`config.mk`:
```
export PLATFORM = sky130hd
export DESIGN_NAME = sysbus_arbiter
export DESIGN_NICKNAME = d
export VERILOG_FILES = /design/src/rtl/sysbus_pkg.sv /design/src/rtl/rr_arbiter.sv /design/src/rtl/sysbus_arbiter.sv
export SDC_FILE = /design/constraint.sdc
export NUM_CORES = 1
export LEC_CHECK = 0
export CAP_MARGIN = 20
export CORE_AREA = 2 2 153 155
export CTS_BUF_LIST = sky130_fd_sc_hd__clkbuf_16
export CTS_CLUSTER_SIZE = 8
export DETAILED_ROUTE_END_ITERATION = 8
export DIE_AREA = 0 0 155 157
export PLACE_DENSITY_LB_ADDON = 0.15
export RECOVER_POWER = 25
export SETUP_SLACK_MARGIN = 0.3
export SYNTH_ARGS = -nofsm -noshare
export SYNTH_HDL_FRONTEND = slang
export SYNTH_HIERARCHICAL = 1
export SYNTH_SLANG_ARGS = --single-unit
```
`constraint.sdc`:
```
create_clock -name clk -period 2.15 [get_ports clk]
set_input_delay 0.43 -clock clk [delete_from_list [all_inputs] [get_ports clk]]
set_output_delay 0.43 -clock clk [all_outputs]
set_load 0.02 [all_outputs]
```
`src/rtl/sysbus_pkg.sv`:
```
// Shared Sysbus definitions: tag layout, opcode/type encodings, line geometry and arbiter states.
package sysbus_pkg;

  localparam int TAG_W        = 13;
  localparam int TAG_WR_BIT   = 12;
  localparam int TAG_TYPE_LSB = 8;
  localparam int TAG_TYPE_W   = 4;
  localparam int TAG_ID_W     = 8;

  localparam int BEATS        = 8;
  localparam int LINE_OFS_W   = 6;

  localparam logic OP_READ  = 1'b0;
  localparam logic OP_WRITE = 1'b1;

  localparam logic [TAG_TYPE_W-1:0] TYPE_MEMORY = 4'h0;
  localparam logic [TAG_TYPE_W-1:0] TYPE_MMIO   = 4'h1;

  typedef enum logic [2:0] {
    IDLE,
    ADDR,
    WDATA,
    WAIT_RESP,
    RESP
  } arb_state_t;

  // Keep the requester's write/type fields and replace the id with the owning port.
  function automatic logic [TAG_W-1:0] stamp_id(input logic [TAG_W-1:0]    tag,
                                                input logic [TAG_ID_W-1:0] id);
    return {tag[TAG_W-1:TAG_ID_W], id};
  endfunction

endpackage

```
`src/rtl/rr_arbiter.sv`:
```
// Round-robin pick over a request vector; the search starts at the port after the last grant.
module rr_arbiter #(
  parameter  int N_REQ = 2,
  localparam int IDX_W = (N_REQ > 1) ? $clog2(N_REQ) : 1
) (
  input  logic             clk,
  input  logic             reset,
  input  logic [N_REQ-1:0] req,
  input  logic             update,
  input  logic [IDX_W-1:0] update_idx,
  output logic [IDX_W-1:0] pick,
  output logic             valid
);

  logic [IDX_W-1:0] rr_last;

  // Reset to the last port so that port 0 wins the first arbitration.
  // NOTE: sequential state uses non-blocking assignments so every flop samples pre-edge values.
  always_ff @(posedge clk or negedge reset) begin
    if (!reset) begin
      rr_last <= IDX_W'(N_REQ - 1);
    end else if (update) begin
      rr_last <= update_idx;
    end
  end

  // NOTE: every output of a combinational block gets a default first so no latch is inferred.
  always_comb begin
    pick  = '0;
    valid = 1'b0;
    for (int k = 1; k <= N_REQ; k++) begin
      if (!valid && req[(int'(rr_last) + k) % N_REQ]) begin
        valid = 1'b1;
        pick  = IDX_W'((int'(rr_last) + k) % N_REQ);
      end
    end
  end

endmodule

```
`src/rtl/sysbus_arbiter.sv`:
```
// Shares the Sysbus master port between instruction fetch (port 0) and data/MMIO (port 1),
// one whole-line transaction at a time, routing response beats back to the owner.
module sysbus_arbiter
  import sysbus_pkg::*;
#(
  parameter int N_REQ   = 2,
  parameter int DATA_W  = 64,
  parameter int TIMEOUT = 1023
) (
  input  logic                    clk,
  input  logic                    reset,
  input  logic [N_REQ-1:0]        cli_reqcyc,
  input  logic [N_REQ*DATA_W-1:0] cli_req,
  input  logic [N_REQ*TAG_W-1:0]  cli_reqtag,
  output logic [N_REQ-1:0]        cli_grant,
  output logic [N_REQ-1:0]        cli_wready,
  output logic [N_REQ-1:0]        cli_respcyc,
  output logic [DATA_W-1:0]       cli_resp,
  output logic [N_REQ-1:0]        cli_err,
  output logic                    bus_reqcyc,
  output logic [DATA_W-1:0]       bus_req,
  output logic [TAG_W-1:0]        bus_reqtag,
  input  logic                    bus_reqack,
  input  logic                    bus_respcyc,
  input  logic [DATA_W-1:0]       bus_resp,
  input  logic [TAG_W-1:0]        bus_resptag,
  output logic                    bus_respack
);

  localparam int IDX_W = (N_REQ > 1) ? $clog2(N_REQ) : 1;
  localparam int TMR_W = $clog2(TIMEOUT + 1);

  localparam logic [DATA_W-1:0] LINE_MASK = ~(DATA_W'((1 << LINE_OFS_W) - 1));
  localparam logic [3:0]        LAST_BEAT = 4'(BEATS - 1);
  localparam logic [3:0]        BEAT_MAX  = 4'(BEATS);

  arb_state_t         state, state_next;
  logic [IDX_W-1:0]   owner;
  logic [DATA_W-1:0]  addr_q;
  logic [TAG_W-1:0]   tag_q;
  logic [3:0]         beat_cnt;
  logic [TMR_W-1:0]   timer;

  logic               load, beat_clr, beat_inc, rr_update;
  logic [IDX_W-1:0]   pick;
  logic               any_req;
  logic [DATA_W-1:0]  sel_req, owner_req;
  logic [TAG_W-1:0]   sel_tag;
  logic               id_match;

  logic               unused_resp_tag;
  assign unused_resp_tag = ^bus_resptag[TAG_W-1:TAG_ID_W];

  assign sel_req   = cli_req[int'(pick) * DATA_W +: DATA_W];
  assign sel_tag   = cli_reqtag[int'(pick) * TAG_W +: TAG_W];
  assign owner_req = cli_req[int'(owner) * DATA_W +: DATA_W];
  assign id_match  = (bus_resptag[TAG_ID_W-1:0] == tag_q[TAG_ID_W-1:0]);

  rr_arbiter #(.N_REQ(N_REQ)) u_rr (
    .clk       (clk),
    .reset     (reset),
    .req       (cli_reqcyc),
    .update    (rr_update),
    .update_idx(owner),
    .pick      (pick),
    .valid     (any_req)
  );

  always_ff @(posedge clk or negedge reset) begin
    if (!reset) begin
      state    <= IDLE;
      owner    <= '0;
      addr_q   <= '0;
      tag_q    <= '0;
      beat_cnt <= '0;
      timer    <= '0;
    end else begin
      state <= state_next;
      if (load) begin
        owner  <= pick;
        addr_q <= sel_req & LINE_MASK;
        tag_q  <= stamp_id(sel_tag, TAG_ID_W'(pick));
      end
      // Beat counter saturates at a full line rather than wrapping.
      if (beat_clr) begin
        beat_cnt <= '0;
      end else if (beat_inc && beat_cnt != BEAT_MAX) begin
        beat_cnt <= beat_cnt + 4'd1;
      end
      if (state == WAIT_RESP && state_next == WAIT_RESP) begin
        timer <= timer + TMR_W'(1);
      end else begin
        timer <= '0;
      end
    end
  end

  always_comb begin
    state_next  = state;
    load        = 1'b0;
    beat_clr    = 1'b0;
    beat_inc    = 1'b0;
    rr_update   = 1'b0;
    bus_reqcyc  = 1'b0;
    bus_req     = '0;
    bus_reqtag  = '0;
    bus_respack = 1'b0;
    cli_grant   = '0;
    cli_wready  = '0;
    cli_respcyc = '0;
    cli_resp    = '0;
    cli_err     = '0;

    case (state)
      IDLE: begin
        if (any_req) begin
          load       = 1'b1;
          state_next = ADDR;
        end
      end

      ADDR: begin
        bus_reqcyc = 1'b1;
        bus_req    = addr_q;
        bus_reqtag = tag_q;
        if (bus_reqack) begin
          cli_grant[owner] = 1'b1;
          rr_update        = 1'b1;
          beat_clr         = 1'b1;
          state_next       = tag_q[TAG_WR_BIT] ? WDATA : WAIT_RESP;
        end
      end

      // Write data flows straight from the owner to the bus; the owner advances on reqack.
      WDATA: begin
        cli_wready[owner] = 1'b1;
        bus_reqcyc        = 1'b1;
        bus_req           = owner_req;
        bus_reqtag        = tag_q;
        if (bus_reqack) begin
          beat_inc = 1'b1;
          if (beat_cnt == LAST_BEAT) state_next = IDLE;
        end
      end

      // Beats carrying another id are acknowledged and dropped.
      WAIT_RESP: begin
        bus_respack = bus_respcyc;
        if (bus_respcyc && id_match) begin
          cli_respcyc[owner] = 1'b1;
          cli_resp           = bus_resp;
          beat_inc           = 1'b1;
          state_next         = RESP;
        end else if (timer == TMR_W'(TIMEOUT)) begin
          cli_err[owner] = 1'b1;
          state_next     = IDLE;
        end
      end

      RESP: begin
        bus_respack = bus_respcyc;
        if (bus_respcyc) begin
          cli_respcyc[owner] = 1'b1;
          cli_resp           = bus_resp;
          beat_inc           = 1'b1;
          if (beat_cnt == LAST_BEAT) state_next = IDLE;
        end
      end

      default: state_next = IDLE;
    endcase
  end

  a_grant_onehot: assert property (@(posedge clk) disable iff (!reset) $onehot0(cli_grant));
  a_resp_onehot:  assert property (@(posedge clk) disable iff (!reset) $onehot0(cli_respcyc));
  a_no_req_in_resp: assert property (@(posedge clk) disable iff (!reset)
    (state == WAIT_RESP || state == RESP) |-> !bus_reqcyc);
  a_hold_until_grant: assert property (@(posedge clk) disable iff (!reset)
    (state == ADDR) |-> cli_reqcyc[owner]);

endmodule

```
==> out/summary.md <==
* **Max FO, Critical Path** 6
* **clock sink total** 82
* **static leakage power** 0.005726 µW
* **GR peak layer** met2
* **global-route congestion overflow total** 0
* **TritonCTS clock tree** yes
* **die extent in y** 157 µm
* **flip-flop and latch count after synthesis** 82
* **Yosys top cell area share** 0.3502
* **PwrDens** 1146 mW/mm²
* **predominant post-synthesis flop cell** dfrtp_1
* **total wire length** 27870 µm
* **Seq/Total Area, Yosys** 0.3547
* **startpoint of the lowest-slack hold path** beat_cnt[0]$_DFFE_PN0P_
* **most prevalent standard cell on the critical path** buf_6
* **initial core utilization** 0.2572
* **drt via density** 4.628
* **number of global-route vias before repair** 6626
* **CTS Root Buffer Type** clkbuf_16
* **top cell type by total area after synthesis** dfrtp_1
* **Final Max Slew Viols** 0
* **warning count from the yosys run** 6
* **crit path cell chain** buf_6, or4_4, nor4_4, buf_6, a31oi_4, buf_6, buf_12, buf_6, buf_6, nor2b_2, buf_12
* **endpoint of the lowest-slack register-to-register path** u_rr/rr_last$_DFFE_PN1P_
* **GR Layer Usage met3** 0.05039
* **average wire length per cell after detail routing** 18.93 µm
* **worst setup margin** -0.6011 ns
* **wire length of the first global-routing pass** 38170 µm
* **clock slew seen by the registers of the worst setup and hold paths** 0.06 ns
* **startpoint type of the worst setup path** input port
* **I/O pins** 388
* **ranking of synthesized cells by area** dfrtp_1 (35%), mux2i_1 (22%), nor2b_1 (6.8%), nor2_1 (5.9%), a21oi_1 (5.8%)
* **proportion of synthesized flip-flops having asynchronous set or reset** 1.000
* **Via Count** 6812
* **maximum achievable frequency** 363.5 MHz
* **RSZ-0062 raised after global routing** true
* **data arrival time of the worst path** 2.32 ns
* **post-DP HPWL** 18590 µm
* **CTS H-tree depth** 3
* **number of antenna violations at the first check in global routing** 2
* **Setup crit end kind** output pin
* **average footprint of a synthesized cell** 8.462 µm²
* **global routing usage on met2** 0.3805
* **cell type group with the largest total delay on the critical path** simple AND/OR/NAND/NOR gates
* **class of the tightest hold or removal check** reg2reg
* **Setup CP Type** in2out
* **Critical Path Max Stage Delay** 0.54 ns
* **worst IR drop on VDD** 622.7 µV
* **setup slack of the most critical reg-to-reg path** 0.03 ns
* **initial detailed-routing violation count** 239
* **instance count along the most critical hold path** 1
* **total design power** 14780 µW
* **met1 usage** 0.2337
* **worst path bufs/invs** 7
* **CP max stage cell** or4_4
* **largest net degree at the start of global routing** 39
* **count of buffers inserted at the top-level ports** 359
* **Mapped Cells** 684
* **total number of nets in the final design** 1420
* **final weighted congestion in routability-driven placement** 0.8026
* **die span in x** 155 µm
* **Cell Rows** 55
* **iteration count of the initial detailed-routing pass** 4
* **number of setup violations in the final report** 143
* **Sum Neg Setup Slack** -58.10 ns
* **post-route antenna net violation count** 0
* **end point of the worst hold path** beat_cnt[0]$_DFFE_PN0P_
* **layout overhead on the synthesized area** 122.9%
* **Core Area** 0.02250 mm²
* **slew at the pin closest to its max-slew limit** 1.390 ns
* **clock latency at the later pin of the worst-skew pair** 0.35 ns
* **filler cell count** 2002
* **result of the run** finished with violations
* **TritonCTS buffer count** 9
* **Final Hold Vio Count** 0
* **Clock Skews** 0.01544 ns
* **ratio of cells with drive above 1 in the final layout** 0.4321
* **R2R cell count** 12
* **crit share post-route** 1.280
* **global router's overall resource usage** 0.2070
* **reg2reg start** state[2]$_DFF_PN0_
* **max-cap check violation count** 0
* **shortest clock period the worst path allows after layout** 2.751 ns
* **distinct cell type count after synthesis** 44
* **failing checks** setup timing
* **endpoint required time on the critical path** 1.72 ns
* **die area** 0.02434 mm²
* **maximum buffer depth of the clock tree** 2
* **number of remaining DRC errors** 0
* **post-synth design cell area** 0.005788 mm²
* **count of flip-flops with a built-in enable after synthesis** 0
* **Slew Limit Headroom** 0.07353
-- metrics by stage --
| step | util | hold WS [ns] | setup slack, ns | std cells | cell area, µm² |
|---|---|---|---|---|---|
| 3_3_place_gp | 0.4767 | 0.3568 | -1.223 | 1346 | 10730 |
| 6_report | 0.5733 | 0.5135 | -0.6011 | 1472 | 12900 |
| 4_1_cts | 0.5359 | 0.5062 | -0.6097 | 1431 | 12060 |
| 2_1_floorplan | - | 0.1344 | -0.1711 | 690 | 6369 |
| 3_5_place_dp | 0.4767 | 0.3561 | -1.283 | 1346 | 10730 |
| 5_1_grt | 0.5733 | 0.5426 | -0.6776 | 1472 | 12900 |
-- where the power goes --
group,internal (µW),switching [µW],total (µW)
clock network,792,698,1490
registers,2210,442,2660
logic,5500,5140,10600
total,8500,6280,14800
-- synth_stat cells (2+ instances only) --
library cell    n
ha_1            3
nor3_1          2
nor2b_1        63
nand4_1         2
clkbuf_1       31
a21oi_1        67
o21ai_0        59
a21boi_0        2
buf_4           8
nand3b_1        3
nand3_1         3
buf_6           5
inv_1           7
o211ai_1        2
nand2_1        70
buf_1           6
xnor2_1         3
nand2b_1        2
nor2_1         91
mux2i_1       130
or2_2           2
buf_2           9
xor2_1          6
nor2b_2         8
dfrtp_1        81
-- metal layers --
metal,part of all wire,vias to the layer above
li1,-,3332
met1,0.39,3194
met2,0.51,250
met3,0.072,36
met4,0.025,0
met5,0,-
-- flip-flops by register name, summed over array words and instances (netlist names) --
name and flops:
addr_q 58, beat_cnt 4, state 3, tag_q 6, timer 10, u_rr/rr_last 1
-- area by class of cell --
type,count,area [µm²],area share
inverters,7,26.28,0.002037
clock buffers,9,225.2,0.01746
repair buffers,537,5839,0.4527
well taps,285,356.6,0.02764
diodes,2,5.005,0.0003880
multi-input cells,543,4337,0.3362
flip-flops and latches,82,2057,0.1595
clock inverters,7,53.80,0.004171
-- worst max-delay path by stage --
stage | slack, ns | to | from | depth (start not counted)
floorplan | -0.17 | cli_resp[12] | bus_resptag[1] | 6
global placement | -1.22 | cli_resp[56] | bus_resptag[1] | 7
detailed placement | -1.28 | cli_resp[29] | bus_resptag[1] | 7
CTS | -0.61 | cli_resp[5] | bus_resptag[6] | 11
global route | -0.68 | cli_resp[8] | state[2]$_DFF_PN0_ | 10
finish | -0.60 | cli_resp[3] | bus_resptag[6] | 11
-- repair_timing --
item / 4_1_cts / 5_1_grt
buffers inserted: 57 / 30
cloned: 11 / 9
hold buffers: 1 / 0
gates resized for setup: 818 / 154
endpoints found under the hold margin: 19 / 0
pin swaps: 9 / 10
endpoints found under the setup margin: 160 / 203
-- kinds of logic after synthesis --
family,share of synthesized area
buffers and inverters,0.05642
adder cells (fa/ha/maj),0.006486
AO/OA/AOI/OAI,0.1230
multiplexers,0.2294
XOR/XNOR,0.01362
AND/OR/NAND/NOR,0.2157
flip-flops,0.3547
other,0.0006479
-- worst reg2reg max path, stage by stage, from the launching register on --
cell and delay [ns]:
dfrtp_1 0.42, buf_4 0.16, buf_6 0.11, nor3b_4 0.23
buf_12 0.14, buf_12 0.11, buf_16 0.11, buf_8 0.10
buf_6 0.10, nand2_4 0.07, buf_6 0.16, inv_2 0.05
mux2_4 0.29
-- cell usage in the layout (no fill, tap or decap), drive strengths merged, types with 2 or more instances in the layout --
master,count
buf,308
clkdlybuf4s50,205
mux2i,130
nor2,91
dfrtp,81
nor2b,71
nand2,70
a21oi,67
o21ai,60
clkbuf,18
clkdlybuf4s15,10
inv,10
conb,7
xor2,6
nand3,3
nand3b,3
xnor2,3
ha,3
dlygate4sd2,3
diode,2
or4,2
a31oi,2
or2,2
nor3,2
nand4,2
o211ai,2
mux2,2
clkinv,2
clkinvlp,2
nand2b,2
a21boi,2
No activity file was read; power rests on OpenSTA's default activity.
